[config.mk]
export PLATFORM = sky130hd
export DESIGN_NAME = uart_tx
export DESIGN_NICKNAME = d
export VERILOG_FILES = /design/src/rtl/uart_tx.sv
export SDC_FILE = /design/constraint.sdc
export NUM_CORES = 1
export LEC_CHECK = 0
export ABC_AREA = 1
export ABC_CLOCK_PERIOD_IN_PS = 2970
export BUFFER_PORTS_ARGS = -buffer_cell sky130_fd_sc_hd__buf_2
export CORE_ASPECT_RATIO = 2
export CORE_UTILIZATION = 30
export CTS_CLUSTER_DIAMETER = 200
export DETAILED_ROUTE_END_ITERATION = 10
export SYNTH_ARGS = -nofsm -noshare
export SYNTH_HDL_FRONTEND = slang
export SYNTH_SLANG_ARGS = --single-unit
export TNS_END_PERCENT = 50
[constraint.sdc]
create_clock -name clk -period 2.97 [get_ports clk]
set_input_delay 0.297 -clock clk [delete_from_list [all_inputs] [get_ports clk]]
set_output_delay 0.297 -clock clk [all_outputs]
set_load 0.1 [all_outputs]
[src/rtl/uart_tx.sv]
// UART transmitter: start bit, 8 data bits LSB first, optional parity, one stop bit.
// Optional parity support is compiled in when UART_TX_PARITY_EN is defined.
module uart_tx (
  input  logic       clk,
  input  logic       reset_n,
  input  logic [7:0] p_data_in,
  input  logic       data_valid_in,
  input  logic       par_en_in,
  input  logic       par_typ_in,
  input  logic [4:0] prescale_in,
  output logic       tx_out,
  output logic       busy_out
);

`ifdef UART_TX_PARITY_EN
  typedef enum logic [2:0] {IDLE, START, DATA, PARITY, STOP} state_t;
`else
  typedef enum logic [2:0] {IDLE, START, DATA, STOP} state_t;
`endif

  state_t     state_reg, state_next;
  logic [4:0] cnt_reg, cnt_next;
  logic [2:0] bit_reg, bit_next;
  logic [7:0] data_reg;
  logic [4:0] prescale_reg;
  logic       load;
  logic       last_cnt;
  logic       tx_next;
  logic       busy_next;

`ifdef UART_TX_PARITY_EN
  logic par_en_reg;
  logic par_typ_reg;
  logic par_bit;

  assign par_bit = (^data_reg) ^ par_typ_reg;
`else
  // Parity inputs have no function in this build.
  logic unused_par;

  assign unused_par = par_en_in ^ par_typ_in;
`endif

  assign last_cnt = (cnt_reg == (prescale_reg - 5'd1));

  always_comb begin
    state_next = state_reg;
    cnt_next   = cnt_reg + 5'd1;
    bit_next   = bit_reg;
    load       = 1'b0;
    case (state_reg)
      IDLE: begin
        cnt_next = 5'd0;
        bit_next = 3'd0;
        if (data_valid_in) begin
          load       = 1'b1;
          state_next = START;
        end
      end
      START: begin
        if (last_cnt) begin
          cnt_next   = 5'd0;
          bit_next   = 3'd0;
          state_next = DATA;
        end
      end
      DATA: begin
        if (last_cnt) begin
          cnt_next = 5'd0;
          if (bit_reg == 3'd7) begin
`ifdef UART_TX_PARITY_EN
            state_next = par_en_reg ? PARITY : STOP;
`else
            state_next = STOP;
`endif
          end else begin
            bit_next = bit_reg + 3'd1;
          end
        end
      end
`ifdef UART_TX_PARITY_EN
      PARITY: begin
        if (last_cnt) begin
          cnt_next   = 5'd0;
          state_next = STOP;
        end
      end
`endif
      STOP: begin
        if (last_cnt) begin
          cnt_next   = 5'd0;
          state_next = IDLE;
        end
      end
      default: begin
        cnt_next   = 5'd0;
        bit_next   = 3'd0;
        state_next = IDLE;
      end
    endcase
  end

  // Line level is derived from the next state so tx_out/busy_out stay registered.
  always_comb begin
    tx_next = 1'b1;
    case (state_next)
      START:   tx_next = 1'b0;
      DATA:    tx_next = data_reg[bit_next];
`ifdef UART_TX_PARITY_EN
      PARITY:  tx_next = par_bit;
`endif
      default: tx_next = 1'b1;
    endcase
    busy_next = (state_next != IDLE);
  end

  always_ff @(posedge clk or negedge reset_n) begin
    if (!reset_n) begin
      state_reg    <= IDLE;
      cnt_reg      <= 5'd0;
      bit_reg      <= 3'd0;
      data_reg     <= 8'd0;
      prescale_reg <= 5'd0;
      tx_out       <= 1'b1;
      busy_out     <= 1'b0;
    end else begin
      state_reg <= state_next;
      cnt_reg   <= cnt_next;
      bit_reg   <= bit_next;
      tx_out    <= tx_next;
      busy_out  <= busy_next;
      if (load) begin
        data_reg     <= p_data_in;
        prescale_reg <= (prescale_in < 5'd4) ? 5'd4 : prescale_in;
      end
    end
  end

`ifdef UART_TX_PARITY_EN
  always_ff @(posedge clk or negedge reset_n) begin
    if (!reset_n) begin
      par_en_reg  <= 1'b0;
      par_typ_reg <= 1'b0;
    end else if (load) begin
      par_en_reg  <= par_en_in;
      par_typ_reg <= par_typ_in;
    end
  end
`endif

endmodule

==> Word level (Yosys, flattened, before mapping) <==
Index checks and enable logic that the tools add are counted.
{ "word_totals": {"regBits": 26, "elab_cells": 40, "rom_bits": 0, "n_memories": 0, "output_inout_bits": 2, "latchBits": 0, "ram_bits": 0} }
{ "op_classes": {"bitwise_logic": 0, "add_sub_neg": 3, "shift": 0, "magnitude_cmp": 2, "div_mod_pow": 0, "mul": 0, "reduce_logical": 3, "n_eq_ne": 7, "muxes": 18} }
{ "ops": {"columns": ["cell", "n"], "rows": [
  ["3-bit two-way mux", 8],
  ["5-bit two-way mux", 3],
  ["3-bit case mux with 4 select lines", 1],
  ["3-bit by 2-bit equality test with 1-bit output (second input constant)", 3],
  ["3-bit case mux with 3 select lines", 1],
  ["3-bit by 1-bit equality test with 1-bit output (second input constant)", 2],
  ["5-bit by 1-bit adder with 5-bit output (second input constant)", 1],
  ["5-bit equality test", 1],
  ["5-bit by 3-bit less-than comparator with 1-bit output (second input constant)", 1],
  ["5-bit by 1-bit subtractor with 5-bit output (second input constant)", 1],
  ["3-bit by 4-bit less-than comparator with 1-bit output (second input constant)", 1],
  ["3-bit by 1-bit adder with 3-bit output (second input constant)", 1],
  ["1-bit binary-select mux with 3-bit select", 1],
  ["3-bit equality test (second input constant)", 1],
  ["3-bit zero test", 1],
  ["1-bit two-way mux", 3],
  ["3-bit nonzero test", 1],
  ["3-bit OR reduction", 1],
  ["1-bit case mux with 2 select lines", 1]
]} }

==> Logic depth before layout (Yosys ltp) <==
{ "logic_depth": {"ltp_word": 7, "ltp_mapped": 20, "ltp_nobuf": 20} }

==> Worst setup path after synthesis <==
No wires, ideal clock.
{ "synth_timing": {"kind": "register to register", "start": "register prescale_reg[0]", "end": "register tx_out", "stages_incl_launch_ff": 20, "slack_ns": 1.135, "arrival_time_ns": 1.756, "cell_sequence": "dfrtp_1 inv_2 ha_1 inv_1 nand2_1 nand2_1 nor2_1 nand2_1 nor2_4 nand2_4 nand2_1 nand3_1 nand2_4 inv_2 nand3_1 nand2_1 nand2_1 nand2_1 nand2_1 nand2_1"} }
{ "synth_via": {"elab_chain_cells": 7} }
{ "synth_rtl": {"columns": ["item", "line", "rtl"], "rows": [
  ["start: declaration", "25", "logic [4:0] prescale_reg;"],
  ["start signal: assignment", "134", "prescale_reg <= (prescale_in < 5'd4) ? 5'd4 : prescale_in;"],
  ["5-bit by 1-bit subtractor with 5-bit output *", "44", "assign last_cnt = (cnt_reg == (prescale_reg - 5'd1));"],
  ["5-bit equality test *", "44", null],
  ["3-bit two-way mux, on equally long branches", "68, 61", null],
  ["3-bit case mux with 3 select lines *", "51", "case (state_reg)"],
  ["via bit_next[1]", "23", "logic [2:0] bit_reg, bit_next;"],
  ["1-bit binary-select mux with 3-bit select *", "108", "DATA: tx_next = data_reg[bit_next];"],
  ["1-bit two-way mux (implied by the code) *", "108", null],
  ["1-bit case mux with 2 select lines *", "106", "case (state_next)"],
  ["via tx_next", "28", "logic tx_next;"],
  ["end signal: assignment", "130", "tx_out <= tx_next;"],
  ["end: declaration", "11", "output logic tx_out,"]
]} }
Mark *: on every way through the listed nets, which the timed path passes. The rest lies on a longest branch. The select of a mux whose other input is x is not followed.
A chain may end at the register's enable or synchronous reset.

==> Worst setup path in the final report <==
Same ends and word-level chain as after synthesis.

==> out/qor.yml <==
clocking:
  clock-sinks: 26
  clock_latency_ns: 0.28
  numCtsBuffers: 3
  clockBufferDepth: 2
  cts_tree: "yes"
  cts_setup_buffers: 0
  clk_pin_slew_ns: 0.09
  cts_resized: 0
  hold_buffers: 0
  htree_num_levels: 1
  clock-root-buffer: "clkbuf_8"
timing:
  hold_slack_ns: 0.01333
  report.final.slew_viol_count: 0
  timing.final.crit_share_pct: 69.95
  finalClockSkew_ns: 0.003795
  fin_ws_ns: 0.8925
  tightestPinTransition_ns: 0.6584
  rsz0062_at_grt: "no"
  hold_violations: 0
  max-slew-margin-rel_pct: 56.06
  fin_crit_ns: 2.078
  max_freq_mhz: 481.3
  setup_tns_ns: 0
  setup_viol: 0
global_route:
  grtUsageTotal_pct: 13.49
  busiest_layer: "met2"
  grt_pass1_wl_mm: 5.202
  grt_max_degree: 27
  use_met2_pct: 27.61
  grt_util_met1_pct: 12.22
  gr-usage-met3_pct: 1.339
  grt_pass1_vias: 1257
  grt_overflow: 0
  antenna_found_initial: 0
critical_path:
  timing.rr.end: "tx_out"
  crit_path_end_kind: "flip-flop"
  reg2regPathDepth: 19
  r2r_slack_ns: 0.89
  r2r_start: "prescale_reg[0]"
  cp-start-kind: "flip-flop"
  cp.arrival_ns: 2.29
  required_ns: 3.18
  crit_type: "flip-flop to flip-flop"
  crit_fanout: 8
place:
  hpwl_mm: 2.568
  port_buffers: 17
  pre_cts_ws_ns: 0.8966
  gp_congestion: 0.7973
route:
  drt-total-wl_mm: 3.179
  ant_nets: 0
  drt_iter0_markers: 20
  vias: 1280
  detail_route.wl_per_cell_um: 11.52
  via_per_inst: 4.638
  dr.pass1.iters: 4
  drc_errors: 0
final_layout:
  synthToLayoutAreaGrowth_pct: 13.59
  drive_gt1_share_pct: 18.72
  final_nets: 241
  largest_reg_flops: 8
  diodes: 0
status:
  status: "complete, no violations"
pwr:
  p_leak_nw: 0.9052
  powerDensity_nw_per_um2: 598.6
  finalPower_mw: 1.020
  ir_drop_uv: 309.6
die:
  initial_core_util_pct: 31.13
  dieArea_um2: 5305
  std_cell_rows: 36
  core-area_um2: 4820
  fp.dieW_um: 52.01
  dieHeight_um: 102.0
  ios: 20
synthesis:
  synth_seq_area_share_pct: 43.45
  avgSynthCellArea_um2: 7.501
  synth.distinct_cells: 26
  synth_nets: 221
  ys_ff_latch: 26
  ys_warn_count: 0
  syn_inst: 200
  syn-cell-area_um2: 1500
job:
  maxCapViolations: 0
worst_hold_path:
  min_path_type: "input pin to async pin"
==> layout make-up <==
type                    instances  area [um2]
clock buffers                   4       55.05
multi-input cells             137       709.4
fillers                       532        3115
flip-flops and latches         26       651.9
well taps                      57       71.32
repair buffers                 17       85.08
inverters                      35       131.4
==> worst max-delay path, cell delays in order, from the launching register on <==
cell and delay (ns):
dfrtp_1 0.37, inv_2 0.06, ha_1 0.30, inv_1 0.04, nand2_1 0.05, nand2_1 0.04, nor2_1 0.08, nand2_1 0.08
nor2_4 0.15, nand2_4 0.12, nand2_2 0.08, nand3_2 0.11, nand3_2 0.12, nand2_1 0.06, nand3_1 0.06, nand2_1 0.07
nand2_1 0.06, nand2_1 0.06, nand2_1 0.05, nand2_1 0.05
==> cells in the mapped netlist <==
cell / number / area, um2
nand3_1: 17 / 85.08
ha_1: 3 / 37.54
dfrtp_1: 25 / 625.6
conb_1: 1 / 3.750
nand2_2: 5 / 31.28
dfstp_2: 1 / 26.28
nand2_1: 53 / 198.9
nor2_2: 1 / 6.260
o211ai_1: 1 / 7.510
xor2_1: 3 / 26.28
mux2i_1: 1 / 10.01
nand3_2: 3 / 30.03
inv_1: 30 / 112.6
xnor2_1: 1 / 8.760
nor3_1: 1 / 5.000
clkbuf_1: 2 / 7.510
a21oi_1: 1 / 5.000
inv_2: 4 / 15.01
nor2_1: 18 / 67.56
clkinv_1: 1 / 3.750
a31oi_1: 1 / 6.260
nand4_1: 7 / 43.79
nor3_2: 1 / 10.01
o21ai_0: 14 / 70.07
nor2_4: 2 / 22.52
nand2_4: 3 / 33.78
==> metrics by stage <==
step	instance area [um2]	util, %	instances
after floorplan	1500	-	200
after detailed placement	1649	34.22	272
final	1704	35.36	276
after global placement	1649	34.22	272
after global routing	1704	35.36	276
after CTS	1704	35.36	276
==> worst max path at each step <==
stage          cells after the start  endpoint             from  slack, ns
2_1_floorplan                     19    tx_out  prescale_reg[0]       1.13
3_3_place_gp                      19    tx_out  prescale_reg[0]       0.87
3_5_place_dp                      19    tx_out  prescale_reg[0]       0.90
4_1_cts                           19    tx_out  prescale_reg[0]       0.88
5_1_grt                           19    tx_out  prescale_reg[1]       0.63
6_report                          19    tx_out  prescale_reg[0]       0.89
==> cell usage in the layout (no fill, tap or decap), types with 2 or more instances in the layout <==
cell / n
buf_2: 17
clkbuf_8: 4
dfrtp_1: 25
ha_1: 3
inv_1: 30
inv_2: 4
nand2_1: 53
nand2_2: 5
nand2_4: 3
nand3_1: 17
nand3_2: 3
nand4_1: 7
nor2_1: 18
nor2_4: 2
o21ai_0: 14
xor2_1: 3
==> per-layer routing <==
| layer | part of all wire, % | wire length (um) |
|---|---|---|
| met5 | 0 | 0 |
| met1 | 35 | 1108 |
| met4 | 2.8 | 88 |
| met3 | 1.6 | 50 |
| met2 | 61 | 1931 |
==> power breakdown <==
group          internal (mW)  leakage [nW]  total, mW  switching (mW)
sequential             0.415         0.333      0.449          0.0334
clock                  0.119        0.0288      0.229           0.110
combinational          0.103         0.543      0.342           0.239
==> cells by family (layout without fill, tap and decap cells) <==
family                     after synthesis  in the layout  share of synthesized area, %
buffers and inverters                   37             56                         9.258
adders and majority gates                3              3                         2.502
xor gates and xnor gates                 4              4                         2.336
and+or+nand+nor                        111            111                         35.61
AOI/OAI and AO/OA                       17             17                         5.922
other                                    1              1                        0.2500
DFF                                     26             26                         43.45
muxes                                    1              1                        0.6672
No activity file was read; power rests on OpenSTA's default activity.
